### src/rtl/ddr_word_aligner_pkg.sv
// Shared types and helpers for the DDR word aligner and its gearbox.
// Holds the aligner state encoding, the parameter limits and the width helper.
package ddr_word_aligner_pkg;

    typedef enum logic [1:0] {
        ST_IDLE,
        ST_SEARCH,
        ST_CONFIRM,
        ST_LOCKED
    } align_state_e;

    localparam int WIDTH_MIN      = 4;
    localparam int WIDTH_MAX      = 16;
    localparam int LOCK_COUNT_MIN = 1;
    localparam int LOCK_COUNT_MAX = 15;
    localparam int MATCH_CNT_W    = 4;

    // Bits needed to count 0..value-1, never less than one bit.
    function automatic int clog2w(input int value);
        int result;
        result = 1;
        for (int i = 1; i < 31; i++) begin
            if ((1 << i) < value) begin
                result = i + 1;
            end
        end
        return result;
    endfunction

endpackage

### src/rtl/ddr_word_gearbox.sv
// Deserializes DDR bit pairs into a 2*WIDTH history register and selects the
// WIDTH-bit word at the requested bit offset on each word boundary.
module ddr_word_gearbox
    import ddr_word_aligner_pkg::*;
#(
    parameter int WIDTH  = 8,
    parameter int SLIP_W = 3
) (
    input  logic              clk_i,
    input  logic              srst_i,
    input  logic [1:0]        din_i,
    input  logic              din_valid_i,
    input  logic [SLIP_W-1:0] slip_i,
    output logic [WIDTH-1:0]  word_o,
    output logic              boundary_o
);

    localparam int              PAIR_W    = clog2w(WIDTH / 2);
    localparam logic [PAIR_W-1:0] PAIR_LAST = PAIR_W'(WIDTH / 2 - 1);

    logic [2*WIDTH-1:0] sr_q;
    logic [2*WIDTH-1:0] sr_d;
    logic [PAIR_W-1:0]  pair_q;
    logic [PAIR_W-1:0]  pair_d;
    logic [WIDTH-1:0]   window [WIDTH];

    // din_i[0] is the earlier bit, so it lands one place above the newest bit.
    always_comb begin
        sr_d   = sr_q;
        pair_d = pair_q;
        if (din_valid_i) begin
            sr_d   = {sr_q[2*WIDTH-3:0], din_i[0], din_i[1]};
            pair_d = (pair_q == PAIR_LAST) ? '0 : pair_q + PAIR_W'(1);
        end
    end

    assign boundary_o = din_valid_i && (pair_q == PAIR_LAST);

    for (genvar gi = 0; gi < WIDTH; gi++) begin : g_window
        assign window[gi] = sr_d[gi +: WIDTH];
    end

    assign word_o = window[slip_i];

    always_ff @(posedge clk_i) begin
        if (srst_i) begin
            sr_q   <= '0;
            pair_q <= '0;
        end else begin
            sr_q   <= sr_d;
            pair_q <= pair_d;
        end
    end

endmodule

### src/rtl/ddr_word_aligner.sv
// DDR input word aligner: deserializes bit pairs into words and bitslips until
// the training pattern is seen LOCK_COUNT times in a row, then reports lock.
module ddr_word_aligner
    import ddr_word_aligner_pkg::*;
#(
    parameter int               WIDTH         = 8,
    parameter logic [WIDTH-1:0] TRAIN_PATTERN = 'h5C,
    parameter int               LOCK_COUNT    = 4
) (
    input  logic                       C,
    input  logic                       R,
    input  logic [1:0]                 DIN,
    input  logic                       DIN_VALID,
    input  logic                       ALIGN_EN,
    output logic [WIDTH-1:0]           Q,
    output logic                       Q_VALID,
    output logic                       LOCKED,
    output logic [clog2w(WIDTH)-1:0]   SLIP_CNT,
    output logic                       ALIGN_ERR
);

    localparam int            SW        = clog2w(WIDTH);
    localparam logic [SW-1:0] SLIP_LAST = SW'(WIDTH - 1);

    if (WIDTH < WIDTH_MIN || WIDTH > WIDTH_MAX || (WIDTH % 2) != 0) begin : g_bad_width
        $error("ddr_word_aligner: WIDTH must be even and within 4..16");
    end
    if (LOCK_COUNT < LOCK_COUNT_MIN || LOCK_COUNT > LOCK_COUNT_MAX) begin : g_bad_lock
        $error("ddr_word_aligner: LOCK_COUNT must be within 1..15");
    end

    align_state_e           state_q;
    logic [WIDTH-1:0]       q_q;
    logic                   q_valid_q;
    logic                   locked_q;
    logic [SW-1:0]          slip_q;
    logic [SW-1:0]          sweep_q;
    logic [MATCH_CNT_W-1:0] match_q;
    logic                   align_err_q;

    logic [WIDTH-1:0]       word;
    logic                   boundary;
    logic                   pattern_hit;
    logic [SW-1:0]          slip_inc;
    logic [MATCH_CNT_W-1:0] match_inc;

    ddr_word_gearbox #(
        .WIDTH  (WIDTH),
        .SLIP_W (SW)
    ) u_gearbox (
        .clk_i       (C),
        .srst_i      (R),
        .din_i       (DIN),
        .din_valid_i (DIN_VALID),
        .slip_i      (slip_q),
        .word_o      (word),
        .boundary_o  (boundary)
    );

    assign pattern_hit = (word == TRAIN_PATTERN);
    assign slip_inc    = (slip_q == SLIP_LAST) ? '0 : slip_q + SW'(1);
    assign match_inc   = match_q + MATCH_CNT_W'(1);

    // Words are always forwarded; only SEARCH and CONFIRM look at their content.
    always_ff @(posedge C) begin
        if (R) begin
            state_q     <= ST_IDLE;
            q_q         <= '0;
            q_valid_q   <= 1'b0;
            locked_q    <= 1'b0;
            slip_q      <= '0;
            sweep_q     <= '0;
            match_q     <= '0;
            align_err_q <= 1'b0;
        end else begin
            q_valid_q   <= boundary;
            align_err_q <= 1'b0;
            if (boundary) begin
                q_q <= word;
            end
            if (!ALIGN_EN) begin
                state_q <= ST_IDLE;
            end else begin
                case (state_q)
                    ST_IDLE: begin
                        state_q  <= ST_SEARCH;
                        locked_q <= 1'b0;
                        match_q  <= '0;
                        sweep_q  <= '0;
                    end
                    ST_SEARCH: begin
                        if (boundary) begin
                            if (pattern_hit) begin
                                match_q <= MATCH_CNT_W'(1);
                                if (LOCK_COUNT == 1) begin
                                    state_q  <= ST_LOCKED;
                                    locked_q <= 1'b1;
                                end else begin
                                    state_q <= ST_CONFIRM;
                                end
                            end else begin
                                slip_q <= slip_inc;
                                // A full sweep of offsets without a hit is flagged, then retried.
                                if (sweep_q == SLIP_LAST) begin
                                    sweep_q     <= '0;
                                    align_err_q <= 1'b1;
                                end else begin
                                    sweep_q <= sweep_q + SW'(1);
                                end
                            end
                        end
                    end
                    ST_CONFIRM: begin
                        if (boundary) begin
                            if (pattern_hit) begin
                                match_q <= match_inc;
                                if (match_inc == MATCH_CNT_W'(LOCK_COUNT)) begin
                                    state_q  <= ST_LOCKED;
                                    locked_q <= 1'b1;
                                end
                            end else begin
                                state_q <= ST_SEARCH;
                                slip_q  <= slip_inc;
                                match_q <= '0;
                            end
                        end
                    end
                    ST_LOCKED: begin
                        state_q <= ST_LOCKED;
                    end
                    default: begin
                        state_q <= ST_IDLE;
                    end
                endcase
            end
        end
    end

    assign Q         = q_q;
    assign Q_VALID   = q_valid_q;
    assign LOCKED    = locked_q;
    assign SLIP_CNT  = slip_q;
    assign ALIGN_ERR = align_err_q;

endmodule
### config.mk
export PLATFORM = sky130hd
export DESIGN_NAME = ddr_word_aligner
export DESIGN_NICKNAME = d
export VERILOG_FILES = /design/src/rtl/ddr_word_aligner_pkg.sv /design/src/rtl/ddr_word_gearbox.sv /design/src/rtl/ddr_word_aligner.sv
export SDC_FILE = /design/constraint.sdc
export NUM_CORES = 1
export LEC_CHECK = 0
export CORE_ASPECT_RATIO = 1.5
export CORE_MARGIN = 4
export CORE_UTILIZATION = 52
export DETAILED_ROUTE_END_ITERATION = 6
export GPL_TIMING_DRIVEN = 0
export PLACE_DENSITY = 0.72
export REMOVE_ABC_BUFFERS = 1
export SYNTH_ARGS = -nofsm -noshare
export SYNTH_HDL_FRONTEND = slang
export SYNTH_SLANG_ARGS = --single-unit
### constraint.sdc
create_clock -name C -period 8.39 [get_ports C]
set_clock_uncertainty 0.15 [all_clocks]
set_input_delay 0.839 -clock C [delete_from_list [all_inputs] [get_ports C]]
set_output_delay 0.839 -clock C [all_outputs]
set_load 0.1 [all_outputs]
==> results of run 1 <==
## layer usage
layer / routed length (microns) / share of wire, % / track usage, %
met1: 2070 / 42 / 20.1
met5: 0 / 0 / 0
met3: 118 / 2.4 / 3.73
met4: 93 / 1.9 / 6.17
met2: 2590 / 53 / 31.2
## worst max path at each step
stage	from	to	slack, ps	depth (start not counted)
6_report	SLIP_CNT[0]$_SDFFE_PP0P_	SLIP_CNT[2]$_SDFFE_PP0P_	4680	7
5_1_grt	SLIP_CNT[0]$_SDFFE_PP0P_	SLIP_CNT[2]$_SDFFE_PP0P_	4390	7
4_1_cts	SLIP_CNT[0]$_SDFFE_PP0P_	SLIP_CNT[2]$_SDFFE_PP0P_	4610	7
3_5_place_dp	SLIP_CNT[0]$_SDFFE_PP0P_	SLIP_CNT[2]$_SDFFE_PP0P_	4610	7
3_3_place_gp	DIN_VALID	SLIP_CNT[2]$_SDFFE_PP0P_	3740	7
2_1_floorplan	SLIP_CNT[0]$_SDFFE_PP0P_	match_q[1]$_SDFFE_PP0P_	4340	7
## registers in the layout (all words and copies together), names as in the netlist
signal            cells
state_q               2
Q                     8
u_gearbox.pair_q      2
ALIGN_ERR             1
SLIP_CNT              3
match_q               4
u_gearbox.sr_q       15
sweep_q               3
LOCKED                1
Q_VALID               1
## cell families (layout without fill, tap and decap cells)
logic type                 Yosys count  count (layout)  share of synthesized area [%]
AOI/OAI and AO/OA                   41              41                           11.9
xor gates and xnor gates             2               2                          0.692
and+or+nand+nor                     94              94                           17.8
muxes                               51              51                           27.8
buffers and inverters               26              36                           4.35
adders and majority gates           12              12                           5.93
DFF                                 40              40                           31.6
## through the flow
step,std cells,cell area (sq um),total power (W),setup WS (ps)
2_1_floorplan,249,2460,0.000223,4340
4_1_cts,340,2810,0.000368,4610
5_1_grt,340,2810,0.000379,4390
6_report,340,2810,0.000362,4680
3_3_place_gp,332,2730,0.000237,3740
3_5_place_dp,332,2720,0.000237,4610
## area by class of cell
| cell class | instances | area share (%) |
|---|---|---|
| Timing Repair Buffer | 19 | 6.59 |
| Tap cell | 64 | 2.85 |
| Clock buffer | 8 | 3.20 |
| Sequential cell | 40 | 28.5 |
| Inverter | 9 | 1.20 |
| Multi-Input combinational cell | 200 | 57.7 |
## Yosys cell counts, types with 2 or more instances
cell type / number / area share, %
a211oi_1: 3 / 0.89
a21oi_1: 14 / 2.8
and2_1: 2 / 0.49
and3_1: 2 / 0.49
buf_2: 4 / 0.79
clkbuf_1: 11 / 1.6
dfxtp_1: 40 / 32
ha_1: 12 / 5.9
inv_1: 9 / 1.3
mux2_2: 4 / 1.8
mux2i_1: 32 / 13
mux4_2: 15 / 13
nand2_1: 18 / 2.7
nand2b_1: 4 / 0.99
nand3_1: 12 / 2.4
nand4_1: 2 / 0.49
nor2_1: 34 / 5.0
nor2b_1: 7 / 1.7
nor3_1: 4 / 0.79
o2111ai_1: 3 / 1.0
o21ai_0: 3 / 0.59
o22ai_1: 2 / 0.49
o2bb2ai_1: 3 / 1.0
or3_1: 2 / 0.49
or4_1: 3 / 0.89
xor2_1: 2 / 0.69
## power by group through the flow
stage          Combinational [W]  Clock, W  Sequential (W)
3_5_place_dp           0.0000366         0        0.000200
6_report               0.0000363  0.000130        0.000196
4_1_cts                0.0000367  0.000135        0.000196
5_1_grt                0.0000404  0.000142        0.000197
3_3_place_gp           0.0000369         0        0.000200
2_1_floorplan          0.0000222         0        0.000201
## worst max-delay path: stages, from the launching register on
cell and delay, ps:
dfxtp_1 1040, mux4_2 640, mux4_2 530, a221oi_4 270, nand3_1 150, o2111ai_1 460
mux2i_1 240, nor2_1 50
==> results by group, run 1 <==
GRT
  – Largest net degree at the start of global routing: 37
  – Initial antenna violation count: 0
  – Global-route usage over all layers: 17.4%
  – Global-route wire length before repair: 8.45 mm
  – Grt total ovfl: 0
  – Number of global-route vias before repair: 1900

Final layout
  – FILL cells: between 400 and 500
  – N_diodes: 0
  – Multi-input gate area: 0.00162 sq mm
  – Share of cells above drive strength 1: 10.9%
  – Commonest cells after routing, fill and taps aside: 40 x dfxtp_1, 34 x nor2_1, 32 x mux2i_1
  – Synthesis-to-finish area growth: 11.0%
  – Reg area: between 800 and 900 sq um
  – Most common cell after layout, fill and taps aside: dfxtp_1
  – Final core occ: 60.9%
  – Fin nets: around 290

Floorplanning
  – Die area: roughly 0.006 sq mm
  – Area of the core: roughly 0.0046 sq mm
  – Die width: 65.0 microns
  – FP Rows: 30
  – Initial core utilization: around 55%
  – Die height: 93.5 microns
  – Num ports: 20

Synthesis
  – Distinct cell type count of the synthesized netlist: 45
  – Post-synthesis register bit count: 40
  – Seq/Total Area, Yosys: a little under a third
  – Synthesized instance count: 266
  – Post-synth top flop: dfxtp_1
  – Post-synth ARST share: 0%
  – Mean post-synth cell area: 9.52 sq um
  – Post-Syn Area: between 0.002 and 0.003 sq mm
  – EDFF count, synth: 0
  – Total number of yosys warnings: 0

Setup path
  – R2R Setup Slk: 4680 ps
  – Critical path data required time: 8370 ps
  – R2r startpoint: SLIP_CNT[0]$_SDFFE_PP0P_
  – Kind of critical path: flop to flop
  – Crit path max fanout: 21
  – FF-to-FF path depth: 7
  – Worst reg2reg path endpoint: SLIP_CNT[2]$_SDFFE_PP0P_
  – Setup crit end kind: flop
  – Kind of start point of the critical path: flop
  – Crit path DAT: 3690 ps

Status
  – Run status: completed

Power
  – Switching power: between 0.00008 and 0.00009 W
  – Internal: 0.000275 W
  – Clock share of power: 35.9%
  – Max IR drop VDD: between 100 and 150 uV
  – Net Sw Frac: 24.1%
  – Share of power burned in registers: 54.1%
  – Leakage power: 1.02 nW
  – Pwr dens: 129 mW/mm^2
  – Comb pwr share: 10.0%

Timing
  – Fin. max-slew vios: 0
  – Slew headroom: between 15 and 20%
  – Setup tns final: 0 ps
  – Final Critical Period: 3710 ps
  – Hold_ws: 304 ps
  – Tcrit/Tclk final: 44.2%
  – Slew at the pin closest to its max-slew limit: approximately 1200 ps
  – Setup-failing EPs final: 0
  – RSZ-0062 raised after global routing: no
  – Peak Freq: between 200 and 300 MHz
  – Hold Fails Final Rpt: 0

Clocking
  – Hold-fix buffers at CTS: 0
  – Worst-Skew Late Latency: 290 ps
  – CTS tree: done
  – CTS H-tree lvls: 2
  – Post_cts resized: 0
  – CTS Buffer Depth: 2
  – Setup Fix Bufs, Post-CTS: 0
  – Worst-path clk slew: roughly 70 ps
  – CTS sink count: 40
  – CTS Buf Count: 5
  – Root Buffer: clkbuf_8

Worst hold path
  – Hold endpoint: Q[3]$_SDFFE_PP0P_
  – Hold Crit Class: flop to flop
  – HP Start: Q[3]$_SDFFE_PP0P_
  – Hold path cells: 2

Flow run
  – Max cap viols: 0

Drt
  – TritonRoute pass-1 iters: 4
  – # DRC: 0
  – Via count: 1963
  – Post-route ant nets: 0
  – Vias/cell: between 5 and 6
  – DR iter-0 viols: 100
  – WL per Instance: 14.3 microns
  – WL final: 4.87 mm

Placed design
  – Gpl congestion: between 0.8 and 0.9
  – # port buffers: 19
  – Dpl hpwl: 3.52 mm
Power figures use the tool's default switching activity.
==> run 2: changes to the inputs <==
Settings changed: PLACE_DENSITY 0.72 to 0.75.
Clock period 8.39 ns to 3.11 ns, I/O delays scaled along.
==> run 2 against run 1 <==
Largest cell class unchanged. Design area increased by 2.1%. Worst hold slack improved by 6.4 ps. Clock power increased to 3.3 times the previous value. Non-clock buffer count increased by 4. Sequential power increased to 2.7 times the previous value. Critical endpoint is now match_q[1]$_SDFFE_PP0P_. Largest power group unchanged.
==> results by group, run 2 (synthesized netlist as in run 1, its figures left out) <==
Timing
  – Hold Fails Final Rpt: 0 (unchanged)
  – Peak Freq: 332 MHz (+23%)
  – Fin. max-slew vios: 0 (unchanged)
  – Tcrit/Tclk final: 96.8% (+53 points)
  – Final Critical Period: 3010 ps (-703 ps)
  – Setup tns final: 0 ps (unchanged)
  – Slew headroom: 15.6% (-1.0 points)
  – Setup-failing EPs final: 0 (unchanged)
  – RSZ-0062 raised after global routing: yes
  – Slew at the pin closest to its max-slew limit: 1260 ps (+14.9 ps)

Drt
  – TritonRoute pass-1 iters: 5 (+1)
  – Post-route ant nets: 0 (unchanged)
  – # DRC: 0 (unchanged)
  – DR iter-0 viols: 85 (-15%)
  – WL final: 5.15 mm (+5.6%)
  – Vias/cell: 5.85 (+1.4%)
  – WL per Instance: 15.0 microns (+4.4%)
  – Via count: 2013 (+2.5%)

Clocking
  – CTS Buf Count: 5 (unchanged)
  – CTS H-tree lvls: 2 (unchanged)
  – Root Buffer: clkbuf_8
  – Worst-path clk slew: 80 ps (about the same)
  – CTS sink count: 40 (unchanged)
  – Worst-Skew Late Latency: 300 ps (about the same)
  – Hold-fix buffers at CTS: 0 (unchanged)
  – CTS Buffer Depth: 2 (unchanged)
  – CTS tree: done

Power
  – Max IR drop VDD: 442 uV (+260%)
  – Pwr Total: 0.00105 W (+190%)
  – Pwr dens: 367 mW/mm^2 (+180%)
  – Leakage power: 1.05 nW (+3.1%)

Floorplanning
  – FP Rows: 30 (unchanged)
  – Die height: 93.5 microns (unchanged)
  – Initial core utilization: 54.9% (unchanged)
  – Num ports: 20 (unchanged)
  – Die area: 0.00607 sq mm (unchanged)
  – Area of the core: 0.00462 sq mm (unchanged)
  – Die width: 65.0 microns (unchanged)

Final layout
  – N_diodes: 0 (unchanged)
  – Commonest cells after routing, fill and taps aside: 38 x dfxtp_1, 34 x nor2_1, 32 x mux2i_1
  – Synthesis-to-finish area growth: 13.3%
  – Biggest register: u_gearbox.sr_q
  – FILL cells: 407 (-4.0%)
  – Share of cells above drive strength 1: 13.6% (+2.7 points)
  – Max reg flops: 15 (unchanged)
  – Final core occ: 62.2% (+1.3 points)
  – Most common cell after layout, fill and taps aside: dfxtp_1
  – Fin nets: 297 (+1.4%)
  – Non-Filler Instances: 344 (+1.2%)

Setup path
  – Most common cell on crit path: mux4_2
  – CP max stage delay: 550 ps (-490 ps)
  – Crit path max fanout: 8 (-62%)
  – R2R Setup Slk: 100 ps (-4580 ps)
  – Top Family by Delay on Critical Path: multiplexers
  – Kind of critical path: flop to flop
  – Setup crit end kind: flop
  – CP Depth: 7 (unchanged)
  – Crit-path cells: mux4_2, mux4_2, a221oi_4, nand4_1, a2bb2oi_1, or4_1, a21oi_1
  – FF-to-FF path depth: 7 (unchanged)
  – Buf+Inv Stages, Crit Path: 0 (unchanged)
  – Critical path data required time: 3160 ps (-5210 ps)
  – Kind of start point of the critical path: flop
  – Worst path slowest cell: mux4_2
  – Crit path DAT: 3060 ps (-630 ps)

Placed design
  – # port buffers: 19 (unchanged)
  – Dpl hpwl: 3.60 mm (+2.4%)
  – Cells after DPL: 332 (unchanged)
  – Gpl congestion: 0.841 (+1.1%)

GRT
  – Global-route wire length before repair: 9.04 mm (+7.0%)
  – Number of global-route vias before repair: 1978 (+4.1%)
  – Initial antenna violation count: 0 (unchanged)
  – Global-route usage over all layers: 18.6% (+1.2 points)
  – Largest net degree at the start of global routing: 37 (unchanged)
  – Grt total ovfl: 0 (unchanged)

Worst hold path
  – Hold path cells: 2 (unchanged)
  – Hold Crit Class: flop to flop

Flow run
  – Max cap viols: 0 (unchanged)

Status
  – Run status: completed
run 2: cell types whose count changed in the layout (fill, tap and decap cells not counted), sizes merged:
cell / change
buf: +4
clkinvlp: +1
bufinv: +1
clkbuf: -3
clkinv: +1
run 2: cell type report:
type	instances	area (sq um)	area share, %
tap	64	80.1	2.79
clock inverter	3	42.5	1.48
timing repair buffer	23	215	7.50
inverter	9	33.8	1.18
multi-input combinational	200	1620	56.5
clock buffer	5	68.8	2.40
sequential	40	808	28.2
run 2: path summary, 6_finish.rpt:
path                            startpoint                       to
hold / removal           Q[3]$_SDFFE_PP0P_        Q[3]$_SDFFE_PP0P_
hold reg to reg          Q[3]$_SDFFE_PP0P_        Q[3]$_SDFFE_PP0P_
setup reg to reg  SLIP_CNT[0]$_SDFFE_PP0P_  match_q[1]$_SDFFE_PP0P_
setup / recovery  SLIP_CNT[0]$_SDFFE_PP0P_  match_q[1]$_SDFFE_PP0P_
run 2: metal layers:
| layer | GRT usage [%] | vias to the layer above | part of all wire [%] |
|---|---|---|---|
| li1 | - | 991 | - |
| met5 | 0 | - | 0 |
| met4 | 8.29 | 0 | 2.9 |
| met2 | 32.3 | 34 | 53 |
| met1 | 21.8 | 974 | 41 |
| met3 | 3.73 | 14 | 3.3 |
run 2: repair_timing:
item,CTS,global route
gates resized for setup,4,0
buffers inserted,2,2
setup endpoints to repair,16,6
pin swaps,0,1
gates cloned,0,0
run 2: metrics by stage:
stage	hold WS (ps)	setup slack (ps)	cell area [sq um]
after floorplan	230	-942	2460
after global placement	295	-945	2730
after detailed placement	299	-650	2720
after CTS	311	46.8	2860
after global routing	345	-6.29	2870
final	311	101	2870
run 2: report_power, final:
part	switching, W	leakage (nW)	total, W	internal, W
Combinational	0.0000584	0.671	0.000102	0.0000432
Clock	0.000187	0.0541	0.000425	0.000237
Sequential	0.00000908	0.325	0.000527	0.000518
run 2: tightest hold or removal path, stage by stage (launching register included):
cell and delay (ps):
dfxtp_1 320, nand2_1 50, a21oi_1 50
